==> src/rtl/event_rr_dispatch.sv <==
`default_nettype none
// ============================================================================
// Module   : event_rr_dispatch
// Purpose  : Round-robin dispatcher that pops events from FWFT FIFOs onto one
//            registered valid/ready stream, tagging each with its source index.
// Revision : 1.0 - initial release
// ============================================================================
module event_rr_dispatch #(
   parameter int WIDTH  = 32,
   parameter int NUM_IN = 4,
   parameter int SRC_W  = 2
) (
   input  logic                    clk,
   input  logic                    rst,
   input  logic [NUM_IN-1:0]       in_empty,
   input  logic [NUM_IN*WIDTH-1:0] in_dout,
   output logic [NUM_IN-1:0]       in_rd_en,
   output logic                    out_valid,
   input  logic                    out_ready,
   output logic [WIDTH-1:0]        out_data,
   output logic [SRC_W-1:0]        out_src,
   output logic [15:0]             pop_count
);

   localparam logic [SRC_W-1:0] c_last_idx = SRC_W'(NUM_IN - 1);
   localparam logic [SRC_W:0]   c_num_in   = (SRC_W + 1)'(NUM_IN);

   logic [SRC_W-1:0] r_rr_ptr;
   logic             r_out_valid;
   logic [WIDTH-1:0] r_out_data;
   logic [SRC_W-1:0] r_out_src;
   logic [15:0]      r_pop_count;

   logic             w_accept;
   logic             w_any;
   logic             w_pop;
   logic [SRC_W-1:0] w_grant;
   logic [SRC_W-1:0] w_next_ptr;
   logic [WIDTH-1:0] w_head;
   logic [SRC_W:0]   w_cand;

   assign w_accept = !r_out_valid || out_ready;
   assign w_pop    = w_accept && w_any && !rst;

   // Scan from the highest offset down so the nearest non-empty FIFO at or
   // after rr_ptr is the last one written, i.e. the winner.
   always_comb begin
      w_any   = 1'b0;
      w_grant = '0;
      w_cand  = '0;
      for (int k = NUM_IN - 1; k >= 0; k--) begin
         w_cand = {1'b0, r_rr_ptr} + (SRC_W + 1)'(k);
         if (w_cand >= c_num_in) begin
            w_cand = w_cand - c_num_in;
         end
         if (!in_empty[w_cand[SRC_W-1:0]]) begin
            w_any   = 1'b1;
            w_grant = w_cand[SRC_W-1:0];
         end
      end
   end

   always_comb begin
      w_head   = '0;
      in_rd_en = '0;
      for (int i = 0; i < NUM_IN; i++) begin
         if (w_grant == SRC_W'(i)) begin
            w_head      = in_dout[i*WIDTH +: WIDTH];
            in_rd_en[i] = w_pop;
         end
      end
   end

   assign w_next_ptr = (w_grant == c_last_idx) ? '0 : w_grant + 1'b1;

   always_ff @(posedge clk) begin
      if (rst) begin
         r_out_valid <= 1'b0;
         r_out_data  <= '0;
         r_out_src   <= '0;
         r_rr_ptr    <= '0;
         r_pop_count <= '0;
      end else if (w_pop) begin
         r_out_valid <= 1'b1;
         r_out_data  <= w_head;
         r_out_src   <= w_grant;
         r_rr_ptr    <= w_next_ptr;
         r_pop_count <= r_pop_count + 16'd1;
      end else if (w_accept) begin
         // Nothing to refill with: the held event left (or none was held).
         r_out_valid <= 1'b0;
      end
   end

   assign out_valid = r_out_valid;
   assign out_data  = r_out_data;
   assign out_src   = r_out_src;
   assign pop_count = r_pop_count;

endmodule
`default_nettype wire

==> config.mk <==
export PLATFORM = sky130hd
export DESIGN_NAME = event_rr_dispatch
export DESIGN_NICKNAME = d
export VERILOG_FILES = /design/src/rtl/event_rr_dispatch.sv
export SDC_FILE = /design/constraint.sdc
export NUM_CORES = 1
export LEC_CHECK = 0
export ABC_CLOCK_PERIOD_IN_PS = 2400
export BUFFER_PORTS_ARGS = -buffer_cell sky130_fd_sc_hd__buf_2
export CORE_UTILIZATION = 39
export DETAILED_ROUTE_END_ITERATION = 10
export PLACE_DENSITY_LB_ADDON = 0.2
export SLEW_MARGIN = 20
export SYNTH_ARGS = -nofsm -noshare
export SYNTH_HDL_FRONTEND = slang
export SYNTH_SLANG_ARGS = --single-unit
==> constraint.sdc <==
create_clock -name clk -period 2.4 [get_ports clk]
set_input_delay 0.24 -clock clk [delete_from_list [all_inputs] [get_ports clk]]
set_output_delay 0.24 -clock clk [all_outputs]
set_load 0.1 [all_outputs]
# Word-level counts from Yosys, hierarchy flattened
# Index checks and enable logic that the tools add are counted.
dict set report totals {
  ff_bits 53
  in_bits 135
  word_cells 63
}
dict set report op_classes {
  n_lt_le_gt_ge 8
  n_addsub 9
  reduce_logical 7
  muxes 31
  n_eq_ne 3
}
# op n
set op_table {}
lappend op_table {{32-bit 2-to-1 mux} 4}
lappend op_table {{2-bit 2-to-1 mux} 9}
lappend op_table {{16-bit by 1-bit adder with 16-bit output (second input constant)} 1}
lappend op_table {{1-bit 2-to-1 mux} 14}
lappend op_table {{2-bit by 3-bit less-than comparator with 1-bit output (second input constant)} 4}
lappend op_table {{3-bit >= comparator (second input constant)} 3}
lappend op_table {{1-bit binary-select mux with 2-bit select} 4}
lappend op_table {{2-bit by 1-bit subtractor with 2-bit output (second input constant)} 4}
lappend op_table {{2-bit by 2-bit adder with 3-bit output (second input constant)} 2}
lappend op_table {{2-bit == test (second input constant)} 2}
lappend op_table {{2-bit by 1-bit adder with 3-bit output (second input constant)} 1}
lappend op_table {{2-bit by 3-bit >= comparator with 1-bit output (second input constant)} 1}
lappend op_table {{2-bit by 1-bit adder with 2-bit output (second input constant)} 1}
lappend op_table {{2-bit by 1-bit == test with 1-bit output (second input constant)} 1}
lappend op_table {{1-bit logical AND} 2}
lappend op_table {{1-bit zero test} 2}
lappend op_table {{2-bit zero test} 1}
lappend op_table {{2-bit nonzero test} 1}
lappend op_table {{1-bit logical OR} 1}

# Depth between registers and ports, before layout
dict set report depth {
  ltp_word 14
  depth_mapped 12
  depth_no_buf 9
}

# Least setup slack after synthesis
# OpenSTA, ideal clock, no wires.
dict set report synth_timing {
  path_kind {register to output}
  from {register r_out_valid, in the netlist out_valid}
  to {output in_rd_en[0]}
  arrival_time_ps 2624
  stages_incl_launch_ff 6
  path_slack_ps -464
  t_required_ps 2160
  path_buffers 2
  cell_sequence {dfxtp_1 > and2b_2 > nor3_1 > clkbuf_1 > clkbuf_1 > and2_1}
}
dict set report synth_between {
  elab_chain_len 5
}
# element line
set synth_lines {}
lappend synth_lines {{from (decl)} 29} ;# logic r_out_valid;
lappend synth_lines {{from (signal assigned)} 78} ;# r_out_valid <= 1'b0;
lappend synth_lines {{from (signal assigned)} 84} ;# r_out_valid <= 1'b1;
lappend synth_lines {{from (signal assigned)} 91} ;# r_out_valid <= 1'b0;
lappend synth_lines {{1-bit zero test} 42} ;# assign w_accept = !r_out_valid || out_ready;
lappend synth_lines {{1-bit logical OR} 42}
lappend synth_lines {{1-bit logical AND (2 in a row)} 43} ;# assign w_pop = w_accept && w_any && !rst;
lappend synth_lines {{1-bit 2-to-1 mux} 67} ;# if (w_grant == SRC_W'(i)) begin
lappend synth_lines {{to (decl)} 17} ;# output logic [NUM_IN-1:0] in_rd_en,
# Every way passes these cells.

# Final worst setup path
dict set report layout_timing {
  from {register r_rr_ptr[1]}
  to {output in_rd_en[3]}
}
# element line
set layout_lines {}
lappend layout_lines {{from (decl)} 28} ;# logic [SRC_W-1:0] r_rr_ptr;
lappend layout_lines {{from (signal assigned)} 87} ;# r_rr_ptr <= w_next_ptr;
lappend layout_lines {{2-bit by 2-bit adder with 3-bit output} 52} ;# w_cand = {1'b0, r_rr_ptr} + (SRC_W + 1)'(k);
lappend layout_lines {{3-bit >= comparator or 2-bit by 1-bit subtractor with 2-bit output (tied branches)} {53, 54}}
lappend layout_lines {{2-bit 2-to-1 mux} 53} ;# if (w_cand >= c_num_in) begin
lappend layout_lines {{1-bit binary-select mux with 2-bit select} 56} ;# if (!in_empty[w_cand[SRC_W-1:0]]) begin
lappend layout_lines {{1-bit 2-to-1 mux (implied by the code)} 56}
lappend layout_lines {{2-bit 2-to-1 mux (3 in a row)} 56}
lappend layout_lines {{2-bit 2-to-1 mux *} 56}
lappend layout_lines {{net w_grant[1]} 37} ;# logic [SRC_W-1:0] w_grant;
lappend layout_lines {{2-bit == test *} 67}
lappend layout_lines {{1-bit 2-to-1 mux *} 67}
# The timed path passes the listed nets; every way through them passes the cells marked *. The select of a mux whose other input is x is not followed.

==> out/qor.yml <==
yosys:
  synth_top_area_share_pct: 35.0
  ys_seq_area_share_pct: 35.0
  synthCells: 383
  synth_nets: 523
  ys_warn_count: 0
  synth_area_leaders: "dfxtp_1, a221o_1, a221oi_1"
  syn-cell-area_mm2: 0.00303
  synth.distinct_cells: 42
  yosys.area.top_type: "dfxtp_1"
  ys_ff_latch: 53
  syn_area_per_cell_um2: 7.91
worst_setup_path:
  end_kind: "output pin"
  crit_type: "reg2out"
  worstPathRequired_ps: 2160
  cp_cell_sequence: "nor2b_1, nor3b_1, o22ai_2, inv_1, ha_4, buf_12, and2_4, buf_12"
  cp.arrival_ps: 2060
  critPathMaxStageDelay_ps: 370
  cp_common_cell: "buf_12"
  critPathMaxFanout: 22
  startpoint_type: "register"
  path_buf_inv: 3
  cp_top_family: "simple AND/OR/NAND/NOR gates"
  crit_slowest_cell: "dfxtp_4"
global_routing:
  grt.total_usage_pct: 24.8
  grt_use_met3_pct: 4.82
  antenna_found_initial: 0
  grt_max_degree: 45
  grt_pass1_vias: 3544
  met1_usage_pct: 28.8
  grt_pass1_wl_um: 16600
  top_usage_layer: "met2"
  grt_util_met2_pct: 45.2
  grt.overflow.total: 0
outcome:
  status: "finished clean"
clock_tree:
  tritoncts_num_sinks: 53
  cts_tree: "yes"
  cts_buffer_depth: 2
  postCtsSetupRepairBufs: 0
  h-tree-depth: 2
  cts_buffers: 5
  cts_hold_buf: 0
  clkTransAtPathRegs_ps: 90
  root_buffer: "clkbuf_8"
  clk_latency_ps: 300
timing:
  tightest_slew_ps: 657
  setup_violations: 0
  relSlewSlack_pct: 56.0
  skew_ps: 5.23
  fin_ws_ps: 100
  worst_hold_slack_ps: 204
  timing.final.hold_violations: 0
  fin_crit_sh_pct: 95.8
  fmax_ghz: 0.435
  final_max_slew_viol_count: 0
  period_minus_slack_ps: 2300
route:
  first_pass_iters: 4
  post_drt_wl_per_cell_um: 16.1
  drtIter0Drc: 195
  vias: 3717
  ant_nets: 0
  routed_wl_um: 10600
  drc: 0
  via_per_inst: 5.65
worst_hold_path:
  hold_class: "in2reg"
power_and_ir_drop:
  ir_drop_mv: 0.392
  power.density_mw_per_mm2: 788
  p_leak_uw: 0.00211
finish:
  layout_common_cells: "buf_2, dfxtp_1, a21oi_1, nor2_1, inv_1"
  layout.cells.non_filler: 658
  antennaDiodeCount: 0
  postLayoutCoreUtil_pct: 59.6
  synthToLayoutAreaGrowth_pct: 45.1
  drive_gt1_share_pct: 42.2
  nets: 698
  final_common_cell: "buf_2"
place:
  place.gp.congestion: 0.913
  hpwl_um: 7550
  dp_cells: 648
  preCtsSetupSlack_ps: 34.2
  numPortBuffers: 189
floorplan:
  row_count: 31
  num_io_pins: 190
  chipWidth_um: 90.1
  start_util_pct: 41.1
  dieHeight_um: 90.1
  core_area_mm2: 0.00737
  dieArea_mm2: 0.00812
flow_run:
  cap_violations: 0
-- final timing paths --
| kind | cells past startpoint | startpoint | endpoint | slack, ps |
|---|---|---|---|---|
| setup / recovery | 8 | r_rr_ptr[1] | in_rd_en[3] | 100 |
| hold / removal | 3 | out_ready | out_valid | 200 |
| setup reg to reg | 9 | r_rr_ptr[1] | out_data[28] | 160 |
| hold reg to reg | 2 | out_valid | out_valid | 480 |
-- where the power goes --
part / internal [µW] / switching [µW]
Combinational: 661 / 1290
Clock: 208 / 275
Sequential: 971 / 58.9
-- sequential cells by signal, summed over array words and instances, names as in the netlist --
signal     cells
out_data      32
pop_count     16
out_src        2
r_rr_ptr       2
out_valid      1
-- cell families after synthesis --
kind of cell,after synthesis,share of synthesized area [%]
DFF,53,35.0
AOI/OAI and AO/OA,125,31.5
xor gates and xnor gates,3,0.868
adders and majority gates,5,2.07
buffers and inverters,75,9.88
muxes,3,1.03
and+or+nand+nor,119,19.6
-- per-stage QoR --
step | power [µW] | instance area [µm²] | TNS (ps)
floorplan | 2400 | 3040 | -1780
detailed placement | 2860 | 4170 | 0
global route | 3640 | 4390 | -129
global placement | 2840 | 4170 | 0
CTS | 3390 | 4290 | 0
finish | 3460 | 4390 | 0
-- what timing repair did --
action                     4_1_cts  5_1_grt
pin swaps                        0        1
setup endpoints to repair        2       35
gates resized for setup          1       14
gates cloned                     1        1
-- Yosys cell counts --
master    count
o22ai_1       1
inv_1        36
o31ai_1       4
nor3_1       35
a32o_1        1
mux2_2        1
nand4b_1      1
dfxtp_1      53
o41ai_1       4
or3_1         1
and4_4        1
buf_1         3
nand3_1      11
and4_1        2
and2b_2       1
o21ai_0       6
a21oi_1      40
nand2b_1      1
o211ai_1      1
buf_6         2
o21a_1        1
ha_1          5
nor2_1       38
or4_1         4
nor4b_1       1
nor2b_1       2
or2_2         1
o311ai_0      3
a221oi_1     32
clkbuf_1     31
clkinv_1      1
or3_2         1
a221o_1      32
nand2_1      11
nand4_1       2
xnor2_1       2
xor2_1        1
and2_1        4
mux2i_1       2
buf_2         2
or4_4         1
nor3b_1       1
-- layout make-up --
class	instances	area [µm²]
Clock buffer	8	80.1
Fill cell	729	2980
Tap cell	99	124
Inverter	37	139
Timing Repair Buffer	206	1220
Multi-Input combinational cell	255	1770
Sequential cell	53	1070
-- worst register-to-register path: stages, from the launching register on --
cell and delay (ps):
dfxtp_4 380, nor2b_1 170, nor3b_1 80, o22ai_2 230, inv_1 150, ha_4 210
bufbuf_16 290, a221o_1 270, a221oi_1 250, nor3_1 90
-- metal layers --
layer,wire length (µm),share of wire (%)
met2,5320,50
met4,190,1.8
met1,4370,41
met3,739,7.0
met5,0,0
Power figures use the tool's default switching activity.
